==> config.mk <==
export PLATFORM = sky130hd
export DESIGN_NAME = mc_control
export DESIGN_NICKNAME = d
export VERILOG_FILES = /design/src/rtl/mc_pkg.sv /design/src/rtl/mc_decode.sv /design/src/rtl/mc_control.sv
export SDC_FILE = /design/constraint.sdc
export NUM_CORES = 1
export LEC_CHECK = 0
export ABC_AREA = 1
export CORE_ASPECT_RATIO = 2
export CORE_MARGIN = 5
export CORE_UTILIZATION = 39
export CTS_BUF_LIST = sky130_fd_sc_hd__clkbuf_16
export CTS_CLUSTER_SIZE = 28
export DETAILED_ROUTE_END_ITERATION = 8
export GPL_TIMING_DRIVEN = 1
export PLACE_DENSITY = 0.87
export SYNTH_ARGS = -nofsm -noshare
export SYNTH_HDL_FRONTEND = slang
export SYNTH_HIERARCHICAL = 1
export SYNTH_SLANG_ARGS = --single-unit
==> constraint.sdc <==
create_clock -name clk -period 1.9 [get_ports clk]
set_clock_uncertainty 0.2 [all_clocks]
set_input_delay 0.285 -clock clk [delete_from_list [all_inputs] [get_ports clk]]
set_output_delay 0.285 -clock clk [all_outputs]
set_load 0.02 [all_outputs]
==> src/rtl/mc_pkg.sv <==
// mc_pkg: shared constants, encodings and enums for the multi-cycle MIPS control FSM.
// Holds the ALU operation codes, MIPS opcode/funct values, datapath select
// encodings, the FSM state enum and the instruction class enum.
package mc_pkg;

    localparam logic [3:0] ALU_ADDU = 4'b0000;
    localparam logic [3:0] ALU_SUBU = 4'b0001;
    localparam logic [3:0] ALU_ADD  = 4'b0010;
    localparam logic [3:0] ALU_SUB  = 4'b0011;
    localparam logic [3:0] ALU_AND  = 4'b0100;
    localparam logic [3:0] ALU_OR   = 4'b0101;
    localparam logic [3:0] ALU_XOR  = 4'b0110;
    localparam logic [3:0] ALU_NOR  = 4'b0111;
    localparam logic [3:0] ALU_LUI  = 4'b1000;
    localparam logic [3:0] ALU_SLTU = 4'b1010;
    localparam logic [3:0] ALU_SLT  = 4'b1011;
    localparam logic [3:0] ALU_SRA  = 4'b1100;
    localparam logic [3:0] ALU_SRL  = 4'b1101;
    localparam logic [3:0] ALU_SLL  = 4'b1110;

    localparam logic [5:0] OP_RTYPE = 6'h00;
    localparam logic [5:0] OP_J     = 6'h02;
    localparam logic [5:0] OP_JAL   = 6'h03;
    localparam logic [5:0] OP_BEQ   = 6'h04;
    localparam logic [5:0] OP_BNE   = 6'h05;
    localparam logic [5:0] OP_ADDI  = 6'h08;
    localparam logic [5:0] OP_ADDIU = 6'h09;
    localparam logic [5:0] OP_SLTI  = 6'h0A;
    localparam logic [5:0] OP_SLTIU = 6'h0B;
    localparam logic [5:0] OP_ANDI  = 6'h0C;
    localparam logic [5:0] OP_ORI   = 6'h0D;
    localparam logic [5:0] OP_XORI  = 6'h0E;
    localparam logic [5:0] OP_LUI   = 6'h0F;
    localparam logic [5:0] OP_LW    = 6'h23;
    localparam logic [5:0] OP_SW    = 6'h2B;

    localparam logic [5:0] F_SLL  = 6'h00;
    localparam logic [5:0] F_SRL  = 6'h02;
    localparam logic [5:0] F_SRA  = 6'h03;
    localparam logic [5:0] F_SLLV = 6'h04;
    localparam logic [5:0] F_SRLV = 6'h06;
    localparam logic [5:0] F_SRAV = 6'h07;
    localparam logic [5:0] F_JR   = 6'h08;
    localparam logic [5:0] F_ADD  = 6'h20;
    localparam logic [5:0] F_ADDU = 6'h21;
    localparam logic [5:0] F_SUB  = 6'h22;
    localparam logic [5:0] F_SUBU = 6'h23;
    localparam logic [5:0] F_AND  = 6'h24;
    localparam logic [5:0] F_OR   = 6'h25;
    localparam logic [5:0] F_XOR  = 6'h26;
    localparam logic [5:0] F_NOR  = 6'h27;
    localparam logic [5:0] F_SLT  = 6'h2A;
    localparam logic [5:0] F_SLTU = 6'h2B;

    localparam logic [1:0] A_PC = 2'd0, A_RS = 2'd1, A_SHAMT = 2'd2;
    localparam logic [1:0] B_RT = 2'd0, B_FOUR = 2'd1, B_SIMM = 2'd2, B_ZIMM = 2'd3;
    localparam logic [1:0] PC_ALU = 2'd0, PC_BR = 2'd1, PC_JMP = 2'd2, PC_RS = 2'd3;
    localparam logic [1:0] DST_RT = 2'd0, DST_RD = 2'd1, DST_R31 = 2'd2;
    localparam logic [1:0] WB_ALU = 2'd0, WB_MEM = 2'd1, WB_PC = 2'd2;

    typedef enum logic [2:0] {
        S_FETCH  = 3'd0,
        S_DECODE = 3'd1,
        S_EXEC   = 3'd2,
        S_MEM    = 3'd3,
        S_WB     = 3'd4,
        S_TRAP   = 3'd5
    } state_t;

    typedef enum logic [3:0] {
        C_ALU_R, C_ALU_I, C_LOAD, C_STORE, C_BEQ, C_BNE, C_J, C_JAL, C_JR, C_ILL
    } iclass_t;

endpackage

==> src/rtl/mc_decode.sv <==
// mc_decode: combinational instruction classifier for the multi-cycle control FSM.
// Ports: instr_i (IR contents) -> cls_o (instruction class), aluc_o (ALU op),
// a_sel_o/b_sel_o (EXEC operand selects), reg_dst_sel_o (destination register),
// is_store_o (sw), is_link_o (jal).
module mc_decode
    import mc_pkg::*;
(
    input  logic [31:0] instr_i,
    output iclass_t     cls_o,
    output logic [3:0]  aluc_o,
    output logic [1:0]  a_sel_o,
    output logic [1:0]  b_sel_o,
    output logic [1:0]  reg_dst_sel_o,
    output logic        is_store_o,
    output logic        is_link_o
);

    logic [5:0] op;
    logic [5:0] fn;
    logic       unused_fields;

    assign op            = instr_i[31:26];
    assign fn            = instr_i[5:0];
    assign unused_fields = ^instr_i[25:6];
    assign is_store_o    = cls_o == C_STORE;
    assign is_link_o     = cls_o == C_JAL;

    always_comb begin
        cls_o         = C_ILL;
        aluc_o        = ALU_ADDU;
        a_sel_o       = A_RS;
        b_sel_o       = B_RT;
        reg_dst_sel_o = DST_RT;
        case (op)
            OP_RTYPE: begin
                cls_o         = C_ALU_R;
                reg_dst_sel_o = DST_RD;
                case (fn)
                    F_SLL:   begin aluc_o = ALU_SLL; a_sel_o = A_SHAMT; end
                    F_SRL:   begin aluc_o = ALU_SRL; a_sel_o = A_SHAMT; end
                    F_SRA:   begin aluc_o = ALU_SRA; a_sel_o = A_SHAMT; end
                    F_SLLV:  aluc_o = ALU_SLL;
                    F_SRLV:  aluc_o = ALU_SRL;
                    F_SRAV:  aluc_o = ALU_SRA;
                    F_JR:    cls_o  = C_JR;
                    F_ADD:   aluc_o = ALU_ADD;
                    F_ADDU:  aluc_o = ALU_ADDU;
                    F_SUB:   aluc_o = ALU_SUB;
                    F_SUBU:  aluc_o = ALU_SUBU;
                    F_AND:   aluc_o = ALU_AND;
                    F_OR:    aluc_o = ALU_OR;
                    F_XOR:   aluc_o = ALU_XOR;
                    F_NOR:   aluc_o = ALU_NOR;
                    F_SLT:   aluc_o = ALU_SLT;
                    F_SLTU:  aluc_o = ALU_SLTU;
                    default: cls_o  = C_ILL;
                endcase
            end
            OP_J:     cls_o = C_J;
            OP_JAL:   begin cls_o = C_JAL; reg_dst_sel_o = DST_R31; end
            OP_BEQ:   begin cls_o = C_BEQ; aluc_o = ALU_SUBU; end
            OP_BNE:   begin cls_o = C_BNE; aluc_o = ALU_SUBU; end
            OP_ADDI:  begin cls_o = C_ALU_I; aluc_o = ALU_ADD;  b_sel_o = B_SIMM; end
            OP_ADDIU: begin cls_o = C_ALU_I; aluc_o = ALU_ADDU; b_sel_o = B_SIMM; end
            OP_SLTI:  begin cls_o = C_ALU_I; aluc_o = ALU_SLT;  b_sel_o = B_SIMM; end
            OP_SLTIU: begin cls_o = C_ALU_I; aluc_o = ALU_SLTU; b_sel_o = B_SIMM; end
            OP_ANDI:  begin cls_o = C_ALU_I; aluc_o = ALU_AND;  b_sel_o = B_ZIMM; end
            OP_ORI:   begin cls_o = C_ALU_I; aluc_o = ALU_OR;   b_sel_o = B_ZIMM; end
            OP_XORI:  begin cls_o = C_ALU_I; aluc_o = ALU_XOR;  b_sel_o = B_ZIMM; end
            OP_LUI:   begin cls_o = C_ALU_I; aluc_o = ALU_LUI;  b_sel_o = B_ZIMM; end
            OP_LW:    begin cls_o = C_LOAD;  b_sel_o = B_SIMM; end
            OP_SW:    begin cls_o = C_STORE; b_sel_o = B_SIMM; end
            default:  cls_o = C_ILL;
        endcase
    end

endmodule

==> src/rtl/mc_control.sv <==
// mc_control: multi-cycle MIPS control FSM (FETCH/DECODE/EXEC/MEM/WB/TRAP).
// Inputs: clk, rst (async, active high), instr (IR), zero/overflow (ALU flags),
// mem_ack (memory done). Outputs: mem_req/mem_we (memory port), ir_we/pc_we/
// reg_we (write enables), aluc and alu_a_sel/alu_b_sel (ALU control), pc_sel,
// reg_dst_sel, wb_sel (datapath muxes), illegal (pulse), exc (sticky trap), state.
// Build option: define MC_OVF_TRAP_EN to trap on signed overflow of add/sub/addi.
module mc_control
    import mc_pkg::*;
#(
    parameter logic [31:0] RESET_PC = 32'h0000_0000
) (
    input  logic        clk,
    input  logic        rst,
    input  logic [31:0] instr,
    input  logic        zero,
    input  logic        overflow,
    input  logic        mem_ack,
    output logic        mem_req,
    output logic        mem_we,
    output logic        ir_we,
    output logic        pc_we,
    output logic        reg_we,
    output logic [3:0]  aluc,
    output logic [1:0]  alu_a_sel,
    output logic [1:0]  alu_b_sel,
    output logic [1:0]  pc_sel,
    output logic [1:0]  reg_dst_sel,
    output logic [1:0]  wb_sel,
    output logic        illegal,
    output logic        exc,
    output logic [2:0]  state
);

    state_t     state_q, state_d;
    logic       exc_q, exc_d;
    iclass_t    cls;
    logic [3:0] dec_aluc;
    logic [1:0] dec_a, dec_b, dec_dst;
    logic       is_store, is_link, ovf_trap;
    logic       unused_reset_pc;

    assign unused_reset_pc = ^RESET_PC;

    mc_decode u_decode (
        .instr_i       (instr),
        .cls_o         (cls),
        .aluc_o        (dec_aluc),
        .a_sel_o       (dec_a),
        .b_sel_o       (dec_b),
        .reg_dst_sel_o (dec_dst),
        .is_store_o    (is_store),
        .is_link_o     (is_link)
    );

`ifdef MC_OVF_TRAP_EN
    // Only add, sub and addi decode to the trapping ALU ops.
    assign ovf_trap = overflow && (dec_aluc == ALU_ADD || dec_aluc == ALU_SUB);
`else
    logic unused_overflow;
    assign unused_overflow = overflow;
    assign ovf_trap        = 1'b0;
`endif

    assign exc_d = exc_q | (state_q == S_EXEC && ovf_trap);
    assign exc   = exc_q;
    assign state = state_q;

    always_ff @(posedge clk or posedge rst) begin
        if (rst) begin
            state_q <= S_FETCH;
            exc_q   <= 1'b0;
        end else begin
            state_q <= state_d;
            exc_q   <= exc_d;
        end
    end

    // Outputs are forced to their idle values while rst is high so nothing
    // reaches memory or the register file during reset.
    always_comb begin
        state_d     = state_q;
        mem_req     = 1'b0;
        mem_we      = 1'b0;
        ir_we       = 1'b0;
        pc_we       = 1'b0;
        reg_we      = 1'b0;
        aluc        = ALU_ADDU;
        alu_a_sel   = A_PC;
        alu_b_sel   = B_RT;
        pc_sel      = PC_ALU;
        reg_dst_sel = DST_RT;
        wb_sel      = WB_ALU;
        illegal     = 1'b0;
        if (!rst) begin
            case (state_q)
                S_FETCH: begin
                    mem_req   = 1'b1;
                    alu_b_sel = B_FOUR;
                    ir_we     = mem_ack;
                    pc_we     = mem_ack;
                    state_d   = mem_ack ? S_DECODE : S_FETCH;
                end
                S_DECODE: begin
                    pc_we       = cls inside {C_J, C_JAL, C_JR};
                    pc_sel      = cls == C_JR ? PC_RS : PC_JMP;
                    reg_we      = is_link;
                    reg_dst_sel = dec_dst;
                    wb_sel      = is_link ? WB_PC : WB_ALU;
                    illegal     = cls == C_ILL;
                    state_d     = cls inside {C_J, C_JAL, C_JR, C_ILL} ? S_FETCH : S_EXEC;
                end
                S_EXEC: begin
                    aluc      = dec_aluc;
                    alu_a_sel = dec_a;
                    alu_b_sel = dec_b;
                    pc_we     = (cls == C_BEQ && zero) || (cls == C_BNE && !zero);
                    pc_sel    = PC_BR;
                    state_d   = cls inside {C_BEQ, C_BNE}    ? S_FETCH :
                                cls inside {C_LOAD, C_STORE} ? S_MEM   :
                                ovf_trap                     ? S_TRAP  : S_WB;
                end
                S_MEM: begin
                    mem_req = 1'b1;
                    mem_we  = is_store;
                    state_d = !mem_ack ? S_MEM : is_store ? S_FETCH : S_WB;
                end
                S_WB: begin
                    reg_we      = 1'b1;
                    reg_dst_sel = dec_dst;
                    wb_sel      = cls == C_LOAD ? WB_MEM : WB_ALU;
                    state_d     = S_FETCH;
                end
                S_TRAP:  state_d = S_TRAP;
                default: state_d = S_FETCH;
            endcase
        end
    end

endmodule

* After elaboration in Yosys (flattened, before gate mapping)
Cells that the tools add are included.
** Operators by class
- Reduce and logical (&&, ||, !) cells :: 22
- Equality and inequality tests :: 43
- Multiplexer cells :: 42
** Operators with widths (number)
- $eq 6x6->1 const B :: 12
- $eq 6x4->1 const B :: 9
- $pmux 4 s12 :: 1
- $pmux 4 s9 :: 1
- $pmux 4 s8 :: 1
- $eq 6x3->1 const B :: 5
- $eq 6x2->1 const B :: 4
- $mux 2 :: 11
- $pmux 2 s2 :: 5
- $eq 4x3->1 const B :: 4
- $reduce_or 16->1 :: 1
- $pmux 3 s5 :: 1
- $mux 1 :: 13
- $logic_not 6->1 :: 2
- $mux 3 :: 4
- $reduce_or 2->1 :: 6
- $eq 4x2->1 const B :: 2
- $eq 4x4->1 const B :: 2
- $mux 4 :: 2
- $pmux 4 s2 :: 1
- $reduce_or 8->1 :: 1
- $eq 3x2->1 const B :: 2
- $eq 3x3->1 const B :: 2
- $reduce_or 6->1 :: 1
- other kinds (12) :: 14
** Word-level totals
- Register bits after elaboration :: 3
- Input bits :: 37
- Word-level logic and storage cells :: 108
- Output and inout bits :: 24

* Depth between registers and ports, before layout
- Word-level depth :: 9
- Gate-level depth with buffers :: 16
- Mapped depth without buffers :: 16

* Modules after synthesis
The synthesis kept the hierarchy.
** Modules (own cells, without submodules)
- mc_decode :: seq. area each 0.0 µm², cells an instance 116, times used 1, area each 586.8 µm²
- mc_control :: seq. area each 75.1 µm², cells an instance 108, times used 1, area each 515.5 µm²

* Worst setup path before layout
Ideal clock, no wire load.
- Path type :: input to output
- From :: input instr[30]
- To :: output pc_we
- Setup slack :: -226 ps
- Data arrival time :: 1641 ps
- Stages :: 15
- Buffers on the path :: 0
- Required time :: 1415 ps
- Cells stage by stage :: nor2_4 -> inv_4 -> nor2_8 -> nand2_2 -> nor2_2 -> nand3_1 -> o21ai_1 -> inv_1 -> nor2_1 -> nand2_1 -> nand2_1 -> nand2_1 -> nand2_1 -> nor2_1 -> nor2_1
** On the way
- Cells in the longest elaborated chain, start to end :: 8
- Elaborated cells between the ends (all ways) :: 28
- Those cells by class :: eq/ne (19); mux (3); reduce/logical (6)
** Ends and longest elaborated chain
- start, declared :: RTL line mc_control.sv:14 : input logic [31:0] instr,
- $eq 6x4->1 :: RTL line mc_decode.sv:34 : case (op)
- $reduce_or 8->1 (no source line)
- $pmux 4 s8 (*) :: RTL line mc_decode.sv:34
- named net cls[3] :: RTL line mc_control.sv:36 : iclass_t cls;
- $eq 4x3->1 :: RTL line mc_control.sv:116 : pc_we = (cls == C_BEQ && zero) || (cls == C_BNE && !zero);
- $logic_and 1x1->1 :: RTL line mc_control.sv:116
- $logic_or 1x1->1 :: RTL line mc_control.sv:116
- $pmux 1 s3 (*) :: RTL line mc_control.sv:95 : case (state_q)
- $mux 1 (*) :: RTL line mc_control.sv:94 : if (!rst) begin
- end, declared :: RTL line mc_control.sv:21 : output logic pc_we,
The timed path passes the listed nets; every way through them passes the cells marked *.

* Worst setup path in the final report
- From :: input instr[29]
- To :: output pc_we
The elaborated chain is that of the path after synthesis.

==> flow_metrics.py <==
metrics = {
    "critical_path": {
        "crit_path_frequent_cell": "nor2_2",
        "critPathMaxStageDelay_ns": 0.20,
        "crit_cells": 16,
        "crit_type": "in -> out",
        "critPathSlowestCell": "nor2_2",
        "crit_path_max_fanout": 4,
        "cp.required_ns": 1.41,
        "path_buf_inv": 3,
        "critPathCaptureType": "primary output",
        "path_cells": "buf_6, clkinvlp_4, nand3_2, nor2_2, nor2_2, nand3_1, nor2_2, nand2_2, nor2_2, nand2_1, nand2_1, nand2_1, nand2_1, nor2_1, nor2_2, buf_6",
        "critPathLaunchType": "input port",
        "r2r_cells": 9,
        "arrival_ns": 1.89,
        "crit_family": "simple AND/OR/NAND/NOR gates",
    },
    "sta": {
        "finalCritPeriodShare_pct": 125,
        "min_period_ns": 2.38,
        "hold_slack_ns": 0.332,
        "finalSetupViolations": 14,
        "setup_slack_ns": -0.476,
        "report.final.slew_viol_count": 0,
        "fmax_ghz": 0.421,
        "tns_ns": -2.42,
        "rsz0062_at_grt": "yes",
        "hold_viol": 0,
    },
    "routing": {
        "ant_nets": 0,
        "dr.first_iter.drc_count": 96,
        "drc": 0,
        "wl_um": 6180,
        "drt-vias-per-instance": 5.69,
        "wire_per_inst_um": 17.4,
        "vias": 2025,
        "first_pass_iters": 4,
    },
    "run_status": {
        "status": "finished, violations left",
        "violations": "setup timing",
    },
    "clocking": {
        "numCtsBuffers": 3,
        "h-tree-depth": 1,
        "clock-sinks": 3,
        "cts_root_buf": "clkbuf_16",
        "cts.path.max_buffers": 2,
        "clk_latency_ns": 0.23,
        "clk_pin_slew_ns": 0.03,
        "cts_hold_buf": 0,
        "cts_tree": "done",
    },
    "die": {
        "core_um2": 2740,
        "rows": 27,
        "pin_count": 61,
        "initial_core_util_pct": 40.3,
        "die_x_um": 47.6,
        "die_h_um": 85.2,
        "die_area_um2": 4050,
    },
    "cells_and_area": {
        "largest_register_ff_count": 3,
        "drive_above_1_share_pct": 54.4,
        "fin_util_pct": 84.5,
        "regArea_um2": 75.1,
        "final_common_cell": "buf_4",
        "area_delta_synth_final_pct": 110,
        "most-common-layout-cells": "buf_4, nand2_1, inv_1",
        "antenna_cells": 0,
        "multiInputGateArea_um2": 1090,
        "post-route-cell-area_um2": 2310,
        "fill_cells": 165,
        "nets": 365,
    },
    "global_routing": {
        "grt_pass1_wl_um": 8670,
        "grtUsageTotal_pct": 29.1,
        "gr-total-overflow": 0,
        "grt_max_degree": 9,
        "antenna_found_initial": 0,
        "grt_pass1_vias": 2061,
    },
    "place": {
        "hpwl_um": 3640,
        "numPortBuffers": 38,
        "place.gp.congestion": 0.898,
        "dp_slack_ns": -1.27,
        "place_area_um2": 1900,
    },
    "yosys": {
        "yosysSeqAreaShare_pct": 6.81,
        "yosys_warnings": 6,
        "ys_types": 25,
        "syn_area_um2": 1100,
        "syn_area_per_cell_um2": 4.92,
        "synth-seq-cells": 3,
        "synth_cells": 224,
        "synthesis.nets": 261,
    },
    "power_and_ir_drop": {
        "power_density_nw_per_um2": 647,
        "power_leakage_nw": 1.28,
        "peakVddDrop_mv": 0.418,
    },
    "worst_hold_path": {
        "min_path_cells": 2,
        "worst_hold_path_type": "reg -> reg",
    },
    "job": {
        "max_cap_violations": 0,
    },
}
==> through the flow <==
stage	power, mW	cells
3_3_place_gp	0.980	340
5_1_grt	1.58	356
6_report	1.50	356
4_1_cts	1.38	354
3_5_place_dp	1.01	340
2_1_floorplan	0.542	224
==> Yosys cell counts (all sizes together) <==
library cell / n / share of area, %
conb: 1 / 0.34
inv: 45 / 16
nor2: 53 / 25
o21ai: 8 / 3.6
a21boi: 2 / 1.4
o22ai: 1 / 0.57
o211ai: 1 / 0.68
nor3: 3 / 1.4
buf: 2 / 1.1
nand4: 4 / 2.3
nand3: 35 / 17
a21oi: 3 / 1.7
dfrtp: 3 / 6.8
nand2: 62 / 22
o221ai: 1 / 0.79
==> where the power goes <==
| part | internal (mW) | total, mW | switching [mW] |
|---|---|---|---|
| registers | 0.0908 | 0.122 | 0.0315 |
| clock network | 0.273 | 0.349 | 0.0762 |
| logic | 0.436 | 1.03 | 0.590 |
| total | 0.800 | 1.50 | 0.697 |
==> per-layer routing <==
layer / share of wire (%) / wire [um] / track usage (%)
met5: 0 / 0 / 0
met4: 10 / 635 / 23.8
met3: 6.1 / 380 / 6.58
met2: 55 / 3410 / 52.9
met1: 28 / 1750 / 22.9
==> final cells by class <==
cell class / count / share of cell area [%]
multi-input cells: 175 / 47.1
clock buffers: 3 / 3.25
clock inverters: 1 / 0.162
inverters: 45 / 8.01
repair buffers: 100 / 36.6
flip-flops and latches: 3 / 3.25
well taps: 29 / 1.57
==> timing repair <==
action	CTS	global route
endpoints found under the setup margin	24	22
cloned	1	0
resized for setup	205	49
buffers inserted	9	4
pin swaps	32	28
==> path summary, 6_finish.rpt <==
path,start,to,slack (ns)
max reg2reg,state[1],state[0],0.29
min in group asynchronous,rst,state[2],0.46
max in group asynchronous,rst,state[0],0.92
max,instr[29],pc_we,-0.48
min reg2reg,state[1],state[1],0.33
min,state[1],state[1],0.33
==> cells by family (layout without fill, tap and decap cells) <==
kind of cell    count (synthesis)  in the layout  share of synthesized area, %
buf+inv                        47            149                          16.7
other cells                     1              1                         0.340
flops                           3              3                          6.81
simple gates                  157            158                          67.4
compound gates                 16             16                          8.74
==> tightest hold or removal path, delay by kind of cell (launching register included) <==
family,cells,cell delay [ns]
AND/OR/NAND/NOR,2,0.12
flip-flops,1,0.38
(Power assumes the default switching activity.)
